$ cat src/rtl/mem_arbiter.sv
// Shares one memory port between instruction fetch (IFU) and load/store (LSU).
// One transaction in flight; round-robin on ties; response watchdog with sticky bus_err.
//
// state  | meaning
// S_IDLE | arbitrate, accept one request (readies are combinational)
// S_REQ  | present latched request downstream until mem_req_ready
// S_WAIT | wait for mem_rsp_valid or watchdog expiry, then pulse owner's rsp_valid
module mem_arbiter #(
    parameter int ADDR_WIDTH = 32,
    parameter int DATA_WIDTH = 32,
    parameter int MASK_WIDTH = 8,
    parameter int TIMEOUT    = 255
) (
    input  logic                  clk,
    input  logic                  rst,
    input  logic                  ifu_req_valid,
    output logic                  ifu_req_ready,
    input  logic [ADDR_WIDTH-1:0] ifu_addr,
    output logic                  ifu_rsp_valid,
    output logic [DATA_WIDTH-1:0] ifu_rdata,
    input  logic                  lsu_req_valid,
    output logic                  lsu_req_ready,
    input  logic [ADDR_WIDTH-1:0] lsu_addr,
    input  logic                  lsu_wen,
    input  logic [DATA_WIDTH-1:0] lsu_wdata,
    input  logic [MASK_WIDTH-1:0] lsu_wmask,
    output logic                  lsu_rsp_valid,
    output logic [DATA_WIDTH-1:0] lsu_rdata,
    output logic                  mem_req_valid,
    input  logic                  mem_req_ready,
    output logic [ADDR_WIDTH-1:0] mem_addr,
    output logic                  mem_wen,
    output logic [DATA_WIDTH-1:0] mem_wdata,
    output logic [MASK_WIDTH-1:0] mem_wmask,
    input  logic                  mem_rsp_valid,
    input  logic [DATA_WIDTH-1:0] mem_rdata,
    output logic                  bus_err
);

    localparam int CNT_W = $clog2(TIMEOUT + 1);

    typedef enum logic [1:0] {
        S_IDLE = 2'd0,
        S_REQ  = 2'd1,
        S_WAIT = 2'd2
    } state_t;

    state_t                state_q, state_d;
    logic                  last_lsu_q, last_lsu_d;
    logic                  owner_lsu_q, owner_lsu_d;
    logic [ADDR_WIDTH-1:0] addr_q, addr_d;
    logic                  wen_q, wen_d;
    logic [DATA_WIDTH-1:0] wdata_q, wdata_d;
    logic [MASK_WIDTH-1:0] wmask_q, wmask_d;
    logic [CNT_W-1:0]      cnt_q, cnt_d;
    logic                  bus_err_q, bus_err_d;
    logic                  ifu_rsp_valid_q, ifu_rsp_valid_d;
    logic                  lsu_rsp_valid_q, lsu_rsp_valid_d;
    logic [DATA_WIDTH-1:0] ifu_rdata_q, ifu_rdata_d;
    logic [DATA_WIDTH-1:0] lsu_rdata_q, lsu_rdata_d;
    logic                  grant_ifu, grant_lsu;

    // On a tie the requester that did not win last time gets the port.
    always_comb begin
        grant_ifu = 1'b0;
        grant_lsu = 1'b0;
        if (state_q == S_IDLE) begin
            if (ifu_req_valid && (!lsu_req_valid || last_lsu_q)) begin
                grant_ifu = 1'b1;
            end else if (lsu_req_valid) begin
                grant_lsu = 1'b1;
            end
        end
    end

    always_comb begin
        state_d         = state_q;
        last_lsu_d      = last_lsu_q;
        owner_lsu_d     = owner_lsu_q;
        addr_d          = addr_q;
        wen_d           = wen_q;
        wdata_d         = wdata_q;
        wmask_d         = wmask_q;
        cnt_d           = cnt_q;
        bus_err_d       = bus_err_q;
        ifu_rsp_valid_d = 1'b0;
        lsu_rsp_valid_d = 1'b0;
        ifu_rdata_d     = ifu_rdata_q;
        lsu_rdata_d     = lsu_rdata_q;
        case (state_q)
            S_IDLE: begin
                if (grant_ifu) begin
                    addr_d      = ifu_addr;
                    wen_d       = 1'b0;
                    wdata_d     = '0;
                    wmask_d     = '0;
                    owner_lsu_d = 1'b0;
                    last_lsu_d  = 1'b0;
                    state_d     = S_REQ;
                end else if (grant_lsu) begin
                    addr_d      = lsu_addr;
                    wen_d       = lsu_wen;
                    wdata_d     = lsu_wdata;
                    wmask_d     = lsu_wmask;
                    owner_lsu_d = 1'b1;
                    last_lsu_d  = 1'b1;
                    state_d     = S_REQ;
                end
            end
            S_REQ: begin
                if (mem_req_ready) begin
                    cnt_d   = '0;
                    state_d = S_WAIT;
                end
            end
            S_WAIT: begin
                // cnt_q never exceeds TIMEOUT-1 here, so the increment cannot wrap.
                cnt_d = cnt_q + CNT_W'(1);
                if (mem_rsp_valid) begin
                    state_d = S_IDLE;
                    if (owner_lsu_q) begin
                        lsu_rdata_d     = mem_rdata;
                        lsu_rsp_valid_d = 1'b1;
                    end else begin
                        ifu_rdata_d     = mem_rdata;
                        ifu_rsp_valid_d = 1'b1;
                    end
                end else if (cnt_d == CNT_W'(TIMEOUT)) begin
                    state_d   = S_IDLE;
                    bus_err_d = 1'b1;
                    if (owner_lsu_q) begin
                        lsu_rdata_d     = '0;
                        lsu_rsp_valid_d = 1'b1;
                    end else begin
                        ifu_rdata_d     = '0;
                        ifu_rsp_valid_d = 1'b1;
                    end
                end
            end
            default: state_d = S_IDLE;
        endcase
    end

    always_ff @(posedge clk or negedge rst) begin
        if (!rst) begin
            state_q         <= S_IDLE;
            last_lsu_q      <= 1'b1;
            owner_lsu_q     <= 1'b0;
            addr_q          <= '0;
            wen_q           <= 1'b0;
            wdata_q         <= '0;
            wmask_q         <= '0;
            cnt_q           <= '0;
            bus_err_q       <= 1'b0;
            ifu_rsp_valid_q <= 1'b0;
            lsu_rsp_valid_q <= 1'b0;
            ifu_rdata_q     <= '0;
            lsu_rdata_q     <= '0;
        end else begin
            state_q         <= state_d;
            last_lsu_q      <= last_lsu_d;
            owner_lsu_q     <= owner_lsu_d;
            addr_q          <= addr_d;
            wen_q           <= wen_d;
            wdata_q         <= wdata_d;
            wmask_q         <= wmask_d;
            cnt_q           <= cnt_d;
            bus_err_q       <= bus_err_d;
            ifu_rsp_valid_q <= ifu_rsp_valid_d;
            lsu_rsp_valid_q <= lsu_rsp_valid_d;
            ifu_rdata_q     <= ifu_rdata_d;
            lsu_rdata_q     <= lsu_rdata_d;
        end
    end

    assign ifu_req_ready = grant_ifu;
    assign lsu_req_ready = grant_lsu;
    assign mem_req_valid = (state_q == S_REQ);
    assign mem_addr      = addr_q;
    assign mem_wen       = wen_q;
    assign mem_wdata     = wdata_q;
    assign mem_wmask     = wmask_q;
    assign ifu_rsp_valid = ifu_rsp_valid_q;
    assign lsu_rsp_valid = lsu_rsp_valid_q;
    assign ifu_rdata     = ifu_rdata_q;
    assign lsu_rdata     = lsu_rdata_q;
    assign bus_err       = bus_err_q;

endmodule

$ cat config.mk
export PLATFORM = sky130hd
export DESIGN_NAME = mem_arbiter
export DESIGN_NICKNAME = d
export VERILOG_FILES = /design/src/rtl/mem_arbiter.sv
export SDC_FILE = /design/constraint.sdc
export NUM_CORES = 1
export LEC_CHECK = 0
export BUFFER_PORTS_ARGS = -buffer_cell sky130_fd_sc_hd__buf_4
export CAP_MARGIN = 20
export CORE_UTILIZATION = 48
export CTS_CLUSTER_SIZE = 20
export DETAILED_ROUTE_END_ITERATION = 10
export GPL_ROUTABILITY_DRIVEN = 0
export MAX_ROUTING_LAYER = met4
export PLACE_DENSITY = 0.93
export SLEW_MARGIN = 20
export SYNTH_ARGS = -nofsm -noshare
export SYNTH_HDL_FRONTEND = slang
export SYNTH_SLANG_ARGS = --single-unit
$ cat constraint.sdc
create_clock -name clk -period 2.8 [get_ports clk]
set_input_delay 0.42 -clock clk [delete_from_list [all_inputs] [get_ports clk]]
set_output_delay 0.42 -clock clk [all_outputs]
set_load 0.1 [all_outputs]
# Yosys cells after proc, flatten, opt, wreduce, memory -nomap -nowiden
# Index checks and enable logic that the tools add are counted.
[totals]
regBits = 152
[op_classes]
add_sub_neg = 1
eq_ne = 6
n_mux = 39
n_bitwise = 2
n_reduce_logical = 13
[op_table]
columns = ["cell", "count"]
rows = [
  ["$mux W32", 12],
  ["$mux W8", 3],
  ["$mux W1", 17],
  ["$pmux W8 S2", 1],
  ["$reduce_and A3 Y1", 4],
  ["$mux W2", 5],
  ["$add A8 B1 Y8 const B", 1],
  ["$eq A8 B8 Y1 const B", 1],
  ["$ne A3 B3 Y1 const B", 2],
  ["$pmux W2 S3", 1],
  ["$reduce_bool A2 Y1", 3],
  ["$reduce_and A2 Y1", 2],
  ["$eq A2 B1 Y1 const B", 1],
  ["$eq A2 B2 Y1 const B", 1],
  ["$logic_not A2 Y1", 1],
  ["$ne A2 B1 Y1 const B", 1],
  ["$not A1 Y1", 2],
  ["$logic_and A1 B1 Y1", 1],
  ["$logic_not A1 Y1", 1],
  ["$logic_or A1 B1 Y1", 1],
]

# Logic depth before layout (Yosys ltp)
# Gate-level depths: netlist of run 1.
[logic_depth]
word_depth = 8
ltp_mapped = 9

# Worst setup path before layout of run 1
# OpenSTA, ideal clock, no wires.
[synth_path]
kind = "register -> output"
from = "register last_lsu_q"
to = "output ifu_req_ready"
arrival_time_ns = 2.372
setup_slack_ns = 0.008
path_stages_with_launch = 7
cell_sequence = "dfstp_2 > o21ai_0 > or3_1 > buf_2 > inv_1 > buf_2 > buf_1"
[synth_between]
elab_chain_cells = 4
[synth_lines]
columns = ["element", "line", "text"]
rows = [
  ["start: declaration", "49", "logic last_lsu_q, last_lsu_d;"],
  ["start signal: assignment", "161", "last_lsu_q <= last_lsu_d;"],
  ["$logic_or A1 B1 Y1", "68", "if (ifu_req_valid && (!lsu_req_valid || last_lsu_q)) begin"],
  ["$logic_and A1 B1 Y1", "68", ""],
  ["$mux W1", "68", ""],
  ["$mux W1", "67", "if (state_q == S_IDLE) begin"],
  ["end: declaration", "17", "output logic ifu_req_ready,"],
]
# No other way between the ends.

# Worst setup path in the final report of run 1
# Ends and elaborated chain as after synthesis.

==> run summary, run 1 <==
==================================================================================================
Outcome                                                                               finished, final reports clean
Async set-reset flop share out of synthesis                                                   100%
Clock insertion delay at the later pin of the skew report                                  0.42 ns
Register bit total from synthesis                                                              152
TritonCTS clock tree                                                                           yes
Worst slew margin                                                                            41.2%
Top cell type's share of synthesized area                                                    57.1%
Total number of vias                                                                          6156
Floorplan Core Area                                                                     13300 um^2
Net Count, Synth                                                                               755
Type of the most critical hold path                                                   input pin to flip-flop
Top-count cell post-synth                                                             sky130_fd_sc_hd__dfrtp_1
Number of standard cells in the final layout excluding fillers                                1071
I/O pin count                                                                                  286
Max Fanout on Critical Path                                                                     10
Number of cells upsized or downsized after cts                                                   0
Startpoint kind of the worst setup timing path                                           flip-flop
Most frequently used flop master after synthesis                                      sky130_fd_sc_hd__dfrtp_1
Clock Root Buffer                                                                     sky130_fd_sc_hd__clkbuf_16
Synthesized area                                                                         6610 um^2
Drt initial violations                                                                         622
Mean instance size in the synthesized netlist                                            10.8 um^2
Beginning of the critical path                                                        last_lsu_q$_DFFE_PN1P_
Number of I/O port buffers                                                                     285
Antenna-violating nets left                                                                      0
Gate count after technology mapping                                                            610
Horizontal die dimension                                                                    119 um
Register-to-register setup slack                                                           0.58 ns
Top area cells in the synthesized netlist                                             sky130_fd_sc_hd__dfrtp_1, sky130_fd_sc_hd__a22oi_1, sky130_fd_sc_hd__a22o_1, sky130_fd_sc_hd__nand2_1, sky130_fd_sc_hd__o21ai_0
Final net count                                                                               1027
Effective utilization at floorplan                                                           49.6%
Final period demand of the worst path                                                      2.49 ns
Initial antenna violation count                                                                  0
Synth warnings                                                                                   0
Final Hold Vio Count                                                                             0
Post-Place Cells                                                                              1038
Unrepaired setup endpoints after global routing                                                 no
Number of diodes added for antenna fixing                                                        0
Largest area contributor in the netlist                                               sky130_fd_sc_hd__dfrtp_1
Kind of capture point of the worst setup path                                           output pin
Post-route standard cell area excluding fillers                                          9510 um^2
Total global routing overflow                                                                    0
Area of the die                                                                         14300 um^2
Post-CTS setup buffer count                                                                      0
Required time of the worst setup path                                                      2.38 ns
Post-synthesis sequential area ratio                                                         57.5%
Library cells used by synthesis                                                                 48
Layout fillers                                                                                 947
Area after DPL                                                                           8860 um^2
Post-DR wirelength/cell                                                                    18.6 um
Total wirelength of the detailed-routed design                                            19900 um
Portion of the clock cycle consumed by the worst path in the final layout                    88.9%
Std cell rows                                                                                   42
Sequential Area                                                                          3800 um^2
Area delta synth->final                                                                      43.8%
Maximum number of pins on one net before global-route repair                                    63
Maxcap violations                                                                                0
Measured slew at the worst slew-check pin                                                 0.881 ns
Launching point of the worst reg2reg path                                             cnt_q[1]$_DFFE_PN0P_
Drc violations                                                                                   0
Via count of the first global-routing pass                                                    5920
Global-route usage over all layers                                                           29.2%
Cell types with the highest counts after synthesis                                    sky130_fd_sc_hd__dfrtp_1, sky130_fd_sc_hd__nand2_1, sky130_fd_sc_hd__o21ai_0
Wire length of the first global-routing pass                                              31000 um
Die Y                                                                                       119 um
Setup-failing EPs final                                                                          0
Total negative setup slack                                                                    0 ns
Deepest clock path buffer count                                                                  2
Clk sink count                                                                                 152
Number of H-tree levels                                                                          4
Number of detailed-routing iterations run before antenna repair                                  5
Worst endpoint data arrival time                                                           2.07 ns
Final Max Tran Viols                                                                             0
Share of cells above drive strength 1                                                        41.1%
Launch instance of the worst min-delay path                                            ifu_addr[2]
Clock transition time at the flip-flop clock pins of the worst setup and hold paths        0.07 ns
Post-synth EDFFs                                                                                 0
Clock Skew                                                                              0.00713 ns
Number of CTS-inserted buffers                                                                  17
FMAX                                                                                       402 MHz
Vias per cell                                                                                 5.75
WS Path Type                                                                          flip-flop to output pin
Area of combinational cells with multiple inputs                                         2500 um^2
DP Wirelength                                                                             13700 um
==================================================================================================
-- flip-flops by register name, indices dropped and copies added (netlist names) --
signal	flops
mem_wdata	32
cnt_q	8
lsu_rdata	32
owner_lsu_q	1
state_q	2
ifu_rsp_valid	1
bus_err	1
mem_addr	32
mem_wmask	8
ifu_rdata	32
lsu_rsp_valid	1
last_lsu_q	1
mem_wen	1
-- per-layer routing --
metal	share of wire, %	up-vias	GRT usage [%]
met4	4.0	0	14.9
met3	7.7	61	7.47
met1	38	2982	34.1
met5	0	-	-
li1	-	2768	-
met2	51	345	46.9
-- final timing paths --
path,end,cells after the start
hold / removal,mem_addr[2]$_DFFE_PN0P_,3
max in group asynchronous,mem_wdata[1]$_DFFE_PN0P_,3
min in group asynchronous,ifu_rdata[4]$_DFFE_PN0P_,2
hold reg to reg,bus_err$_DFFE_PN0P_,1
setup / recovery,ifu_req_ready,4
setup reg to reg,ifu_rdata[3]$_DFFE_PN0P_,7
-- cell families after synthesis --
logic type	count (synthesis)	synth area share (%)
AO/OA/AOI/OAI	232	24.9
flip-flops	152	57.5
AND/OR/NAND/NOR	148	9.53
buffers and inverters	57	4.81
multiplexers	18	2.74
adder cells (fa/ha/maj)	2	0.378
XOR/XNOR	1	0.132
-- critical path, cell delays in order, from the launching register on --
cell and delay [ns]:
sky130_fd_sc_hd__dfstp_2 0.52, sky130_fd_sc_hd__o21ai_0 0.10, sky130_fd_sc_hd__or3_1 0.48, sky130_fd_sc_hd__inv_1 0.20, sky130_fd_sc_hd__buf_4 0.34
-- what timing repair did --
action                                  in CTS  in global routing
hold endpoints to repair                    39                  0
hold buffers                                 1                  0
endpoints found under the setup margin       0                  0
-- layout by cell type (no fill, tap or decap), types with 2 or more instances in the layout --
| cell | count |
|---|---|
| sky130_fd_sc_hd__buf_4 | 300 |
| sky130_fd_sc_hd__dfrtp_1 | 151 |
| sky130_fd_sc_hd__nand2_1 | 94 |
| sky130_fd_sc_hd__o21ai_0 | 68 |
| sky130_fd_sc_hd__a22oi_1 | 64 |
| sky130_fd_sc_hd__a22o_1 | 41 |
| sky130_fd_sc_hd__nor2_1 | 29 |
| sky130_fd_sc_hd__o21ai_2 | 20 |
| sky130_fd_sc_hd__mux2i_1 | 17 |
| sky130_fd_sc_hd__clkbuf_16 | 17 |
| sky130_fd_sc_hd__o32ai_1 | 10 |
| sky130_fd_sc_hd__a21oi_1 | 9 |
| sky130_fd_sc_hd__nor3_1 | 7 |
| sky130_fd_sc_hd__o22ai_1 | 7 |
| sky130_fd_sc_hd__inv_1 | 4 |
| sky130_fd_sc_hd__bufinv_16 | 4 |
| sky130_fd_sc_hd__nor2b_1 | 3 |
| sky130_fd_sc_hd__nor2_2 | 3 |
| sky130_fd_sc_hd__a311oi_1 | 3 |
| sky130_fd_sc_hd__clkinv_4 | 3 |
| sky130_fd_sc_hd__inv_6 | 3 |
| sky130_fd_sc_hd__nand4_1 | 2 |
| sky130_fd_sc_hd__o21ba_2 | 2 |
| sky130_fd_sc_hd__nand2b_1 | 2 |
| sky130_fd_sc_hd__ha_1 | 2 |
| sky130_fd_sc_hd__clkbuf_8 | 2 |
| sky130_fd_sc_hd__clkinv_2 | 2 |
| sky130_fd_sc_hd__buf_12 | 2 |
-- per-stage QoR --
| step | utilization [%] | hold WS (ns) | setup slack [ns] |
|---|---|---|---|
| 4_1_cts | 71.2 | 0.177 | 0.283 |
| 6_report | 71.2 | 0.198 | 0.310 |
| 3_3_place_gp | 66.3 | 0.364 | 0.638 |
| 2_1_floorplan | - | 0.124 | 0.00787 |
| 3_5_place_dp | 66.3 | 0.367 | 0.555 |
| 5_1_grt | 71.2 | 0.179 | 0.194 |
-- final cells by class --
cell class,count,area share [%]
Inverter,6,0.237
Timing Repair Buffer,304,24.3
Tap cell,176,2.32
Clock buffer,19,4.76
Multi-Input combinational cell,401,26.3
Sequential cell,152,40.0
Clock inverter,13,2.00
Power of run 1 is left out: the tool's default activity adds up to more than one toggle a clock period on the data nets, which glitch-free logic cannot reach.
==> inputs of run 2 (changes only) <==
--- a/config.mk
+++ b/config.mk
@@ -9,3 +9,5 @@
 export CAP_MARGIN = 20
-export CORE_UTILIZATION = 48
+export CELL_PAD_IN_SITES_DETAIL_PLACEMENT = 1
+export CELL_PAD_IN_SITES_GLOBAL_PLACEMENT = 2
+export CORE_UTILIZATION = 28
 export CTS_CLUSTER_SIZE = 20
@@ -14,3 +16,4 @@
 export MAX_ROUTING_LAYER = met4
-export PLACE_DENSITY = 0.93
+export PLACE_DENSITY = 0.91
+export SKIP_LAST_GASP = 1
 export SLEW_MARGIN = 20
==> constraint.sdc (replaced) <==
create_clock -name clk -period 2.8 [get_ports clk]
set_input_delay 0.28 -clock clk [delete_from_list [all_inputs] [get_ports clk]]
set_output_delay 0.28 -clock clk [all_outputs]
set_load 0.1 [all_outputs]
==> run 2 against run 1 <==
Final area is 1.7% higher. Clock skew is 0.0061 ns higher. Routed wire length increased by 17%. First-iteration DRC count decreased by 54%. Die area is 70% higher.
==> run summary, run 2 (synthesis gave the netlist of run 1 again) <==
==================================================================================================
DP Wirelength                                                                             16300 um   +19%
Top library cells by usage in the layout, fill and taps aside                         sky130_fd_sc_hd__buf_4, sky130_fd_sc_hd__dfrtp_1, sky130_fd_sc_hd__nand2_1
Area of combinational cells with multiple inputs                                         2500 um^2   unchanged
Clock insertion delay at the later pin of the skew report                                  0.42 ns   about the same
Final net count                                                                               1031   +0.39%
Clk sink count                                                                                 152   unchanged
Horizontal die dimension                                                                    156 um   +30%
Most common cell after layout, fill and taps aside                                    sky130_fd_sc_hd__buf_4
WS Path Type                                                                          flip-flop to output pin
Number of diodes added for antenna fixing                                                        0   unchanged
Drc violations                                                                                   0   unchanged
Drt initial violations                                                                         287   -54%
Clock Root Buffer                                                                     sky130_fd_sc_hd__clkbuf_16
Wire length of the first global-routing pass                                              35700 um   +15%
Worst endpoint data arrival time                                                           2.14 ns   +0.07 ns
Antenna-violating nets left                                                                      0   unchanged
Total global routing overflow                                                                    0   unchanged
Register-to-register setup slack                                                           0.56 ns   -0.02 ns
Measured slew at the worst slew-check pin                                                 0.642 ns   -0.240 ns
Global-route usage over all layers                                                           19.7%   -9.5 points
Total negative setup slack                                                                    0 ns   unchanged
TritonCTS clock tree                                                                           yes
Sequential Area                                                                          3800 um^2   unchanged
Kind of capture point of the worst setup path                                           output pin
Unrepaired setup endpoints after global routing                                                 no
Effective utilization at floorplan                                                           28.9%   -21 points
Post-DR wirelength/cell                                                                    19.2 um   +3.2%
Final Max Tran Viols                                                                             0   unchanged
Share of cells above drive strength 1                                                        41.3%   +0.15 points
Required time of the worst setup path                                                      2.52 ns   +0.14 ns
Clock transition time at the flip-flop clock pins of the worst setup and hold paths        0.07 ns   about the same
Outcome                                                                               finished, final reports clean
Die Y                                                                                       156 um   +30%
Initial antenna violation count                                                                  0   unchanged
Max Fanout on Critical Path                                                                     13   +3
Setup-failing EPs final                                                                          0   unchanged
Final Hold Vio Count                                                                             0   unchanged
Portion of the clock cycle consumed by the worst path in the final layout                    86.6%   -2.3 points
Area after DPL                                                                           9060 um^2   +2.3%
I/O pin count                                                                                  286   unchanged
Number of cells upsized or downsized after cts                                                   0   unchanged
Area delta synth->final                                                                      46.2%
Number of CTS-inserted buffers                                                                  17   unchanged
Met1 Resource Use GR                                                                         24.2%   -9.9 points
Vias per cell                                                                                 5.03   -12%
Post-CTS setup buffer count                                                                      0   unchanged
Highest-utilization routing layer at the global route stage                                   met2
Maximum number of pins on one net before global-route repair                                    69   +9.5%
Layout fillers                                                                                2585   +170%
Worst setup slack before clock tree synthesis                                             0.551 ns   -0.00411 ns
Post-route standard cell area excluding fillers                                          9670 um^2   +1.7%
Met2 usage in global routing                                                                 31.2%   -16 points
Number of detailed-routing iterations run before antenna repair                                  6   +1
Maxcap violations                                                                                0   unchanged
Type of the most critical hold path                                                   input pin to flip-flop
Area of the die                                                                         24200 um^2   +70%
Deepest clock path buffer count                                                                  2   unchanged
Final critical-path setup slack                                                           0.375 ns   +0.0657 ns
Utilization after layout                                                                     42.2%   -29 points
Floorplan Core Area                                                                     22900 um^2   +72%
Total wirelength of the detailed-routed design                                            23300 um   +17%
Total number of vias                                                                          6097   -0.96%
Clock Skew                                                                               0.0132 ns   +0.00606 ns
Worst slew margin                                                                            57.2%   +16 points
FMAX                                                                                       412 MHz   +2.7%
Met3 Use GR                                                                                  5.53%   -1.9 points
Number of H-tree levels                                                                          4   unchanged
Hold Buf Count CTS                                                                               1   unchanged
Final period demand of the worst path                                                      2.42 ns   -0.0657 ns
Startpoint kind of the worst setup timing path                                           flip-flop
Number of I/O port buffers                                                                     285   unchanged
Std cell rows                                                                                   55   +31%
Via count of the first global-routing pass                                                    6440   +8.8%
==================================================================================================
==> run 2: cell types whose count changed in the layout (fill, tap and decap cells not counted) <==
cell | before | now
sky130_fd_sc_hd__bufinv_16 | 4 | 2
sky130_fd_sc_hd__buf_4 | 300 | 304
sky130_fd_sc_hd__clkbuf_1 | 0 | 1
sky130_fd_sc_hd__inv_6 | 3 | 4
sky130_fd_sc_hd__clkinv_4 | 3 | 0
sky130_fd_sc_hd__inv_8 | 0 | 3
sky130_fd_sc_hd__clkinvlp_4 | 1 | 3
sky130_fd_sc_hd__clkinv_2 | 2 | 1
sky130_fd_sc_hd__clkbuf_8 | 2 | 1
==> run 2: path summary, 6_finish.rpt <==
path / cells past startpoint / endpoint / startpoint
setup / recovery: 3 / ifu_req_ready / state_q[0]$_DFFE_PN0P_
hold / removal: 3 / mem_addr[24]$_DFFE_PN0P_ / ifu_addr[24]
setup reg to reg: 6 / lsu_rdata[27]$_DFFE_PN0P_ / cnt_q[3]$_DFFE_PN0P_
hold reg to reg: 1 / bus_err$_DFFE_PN0P_ / bus_err$_DFFE_PN0P_
max in group asynchronous: 3 / lsu_rsp_valid$_DFF_PN0_ / rst
min in group asynchronous: 2 / lsu_rdata[16]$_DFFE_PN0P_ / rst
==> run 2: critical path, stage by stage (launching register included) <==
cell and delay, ns:
sky130_fd_sc_hd__dfrtp_1 0.55, sky130_fd_sc_hd__or3_1 0.62, sky130_fd_sc_hd__inv_1 0.23, sky130_fd_sc_hd__buf_4 0.33
==> run 2: metal layers <==
metal	part of all wire (%)	vias to the layer above	wire length, um
li1	-	2787	-
met1	43	3044	10100
met2	48	238	11100
met3	7.0	28	1640
met4	2.2	0	515
met5	0	-	0
==> run 2: cell type report <==
type                       count  area share [%]
clock buffer                  19            4.58
clock inverter                13            1.62
inverter                       6           0.233
multi-input combinational    401            25.9
sequential                   152            39.4
tap                          313            4.05
timing repair buffer         308            24.2
==> run 2: through the flow <==
step,hold slack (ns),cells
floorplan,-0.0156,610
global placement,0.321,1179
detailed placement,0.322,1179
CTS,0.0357,1212
global route,0.0438,1212
finish,0.0565,1212
Power of run 2 is left out for the same reason.
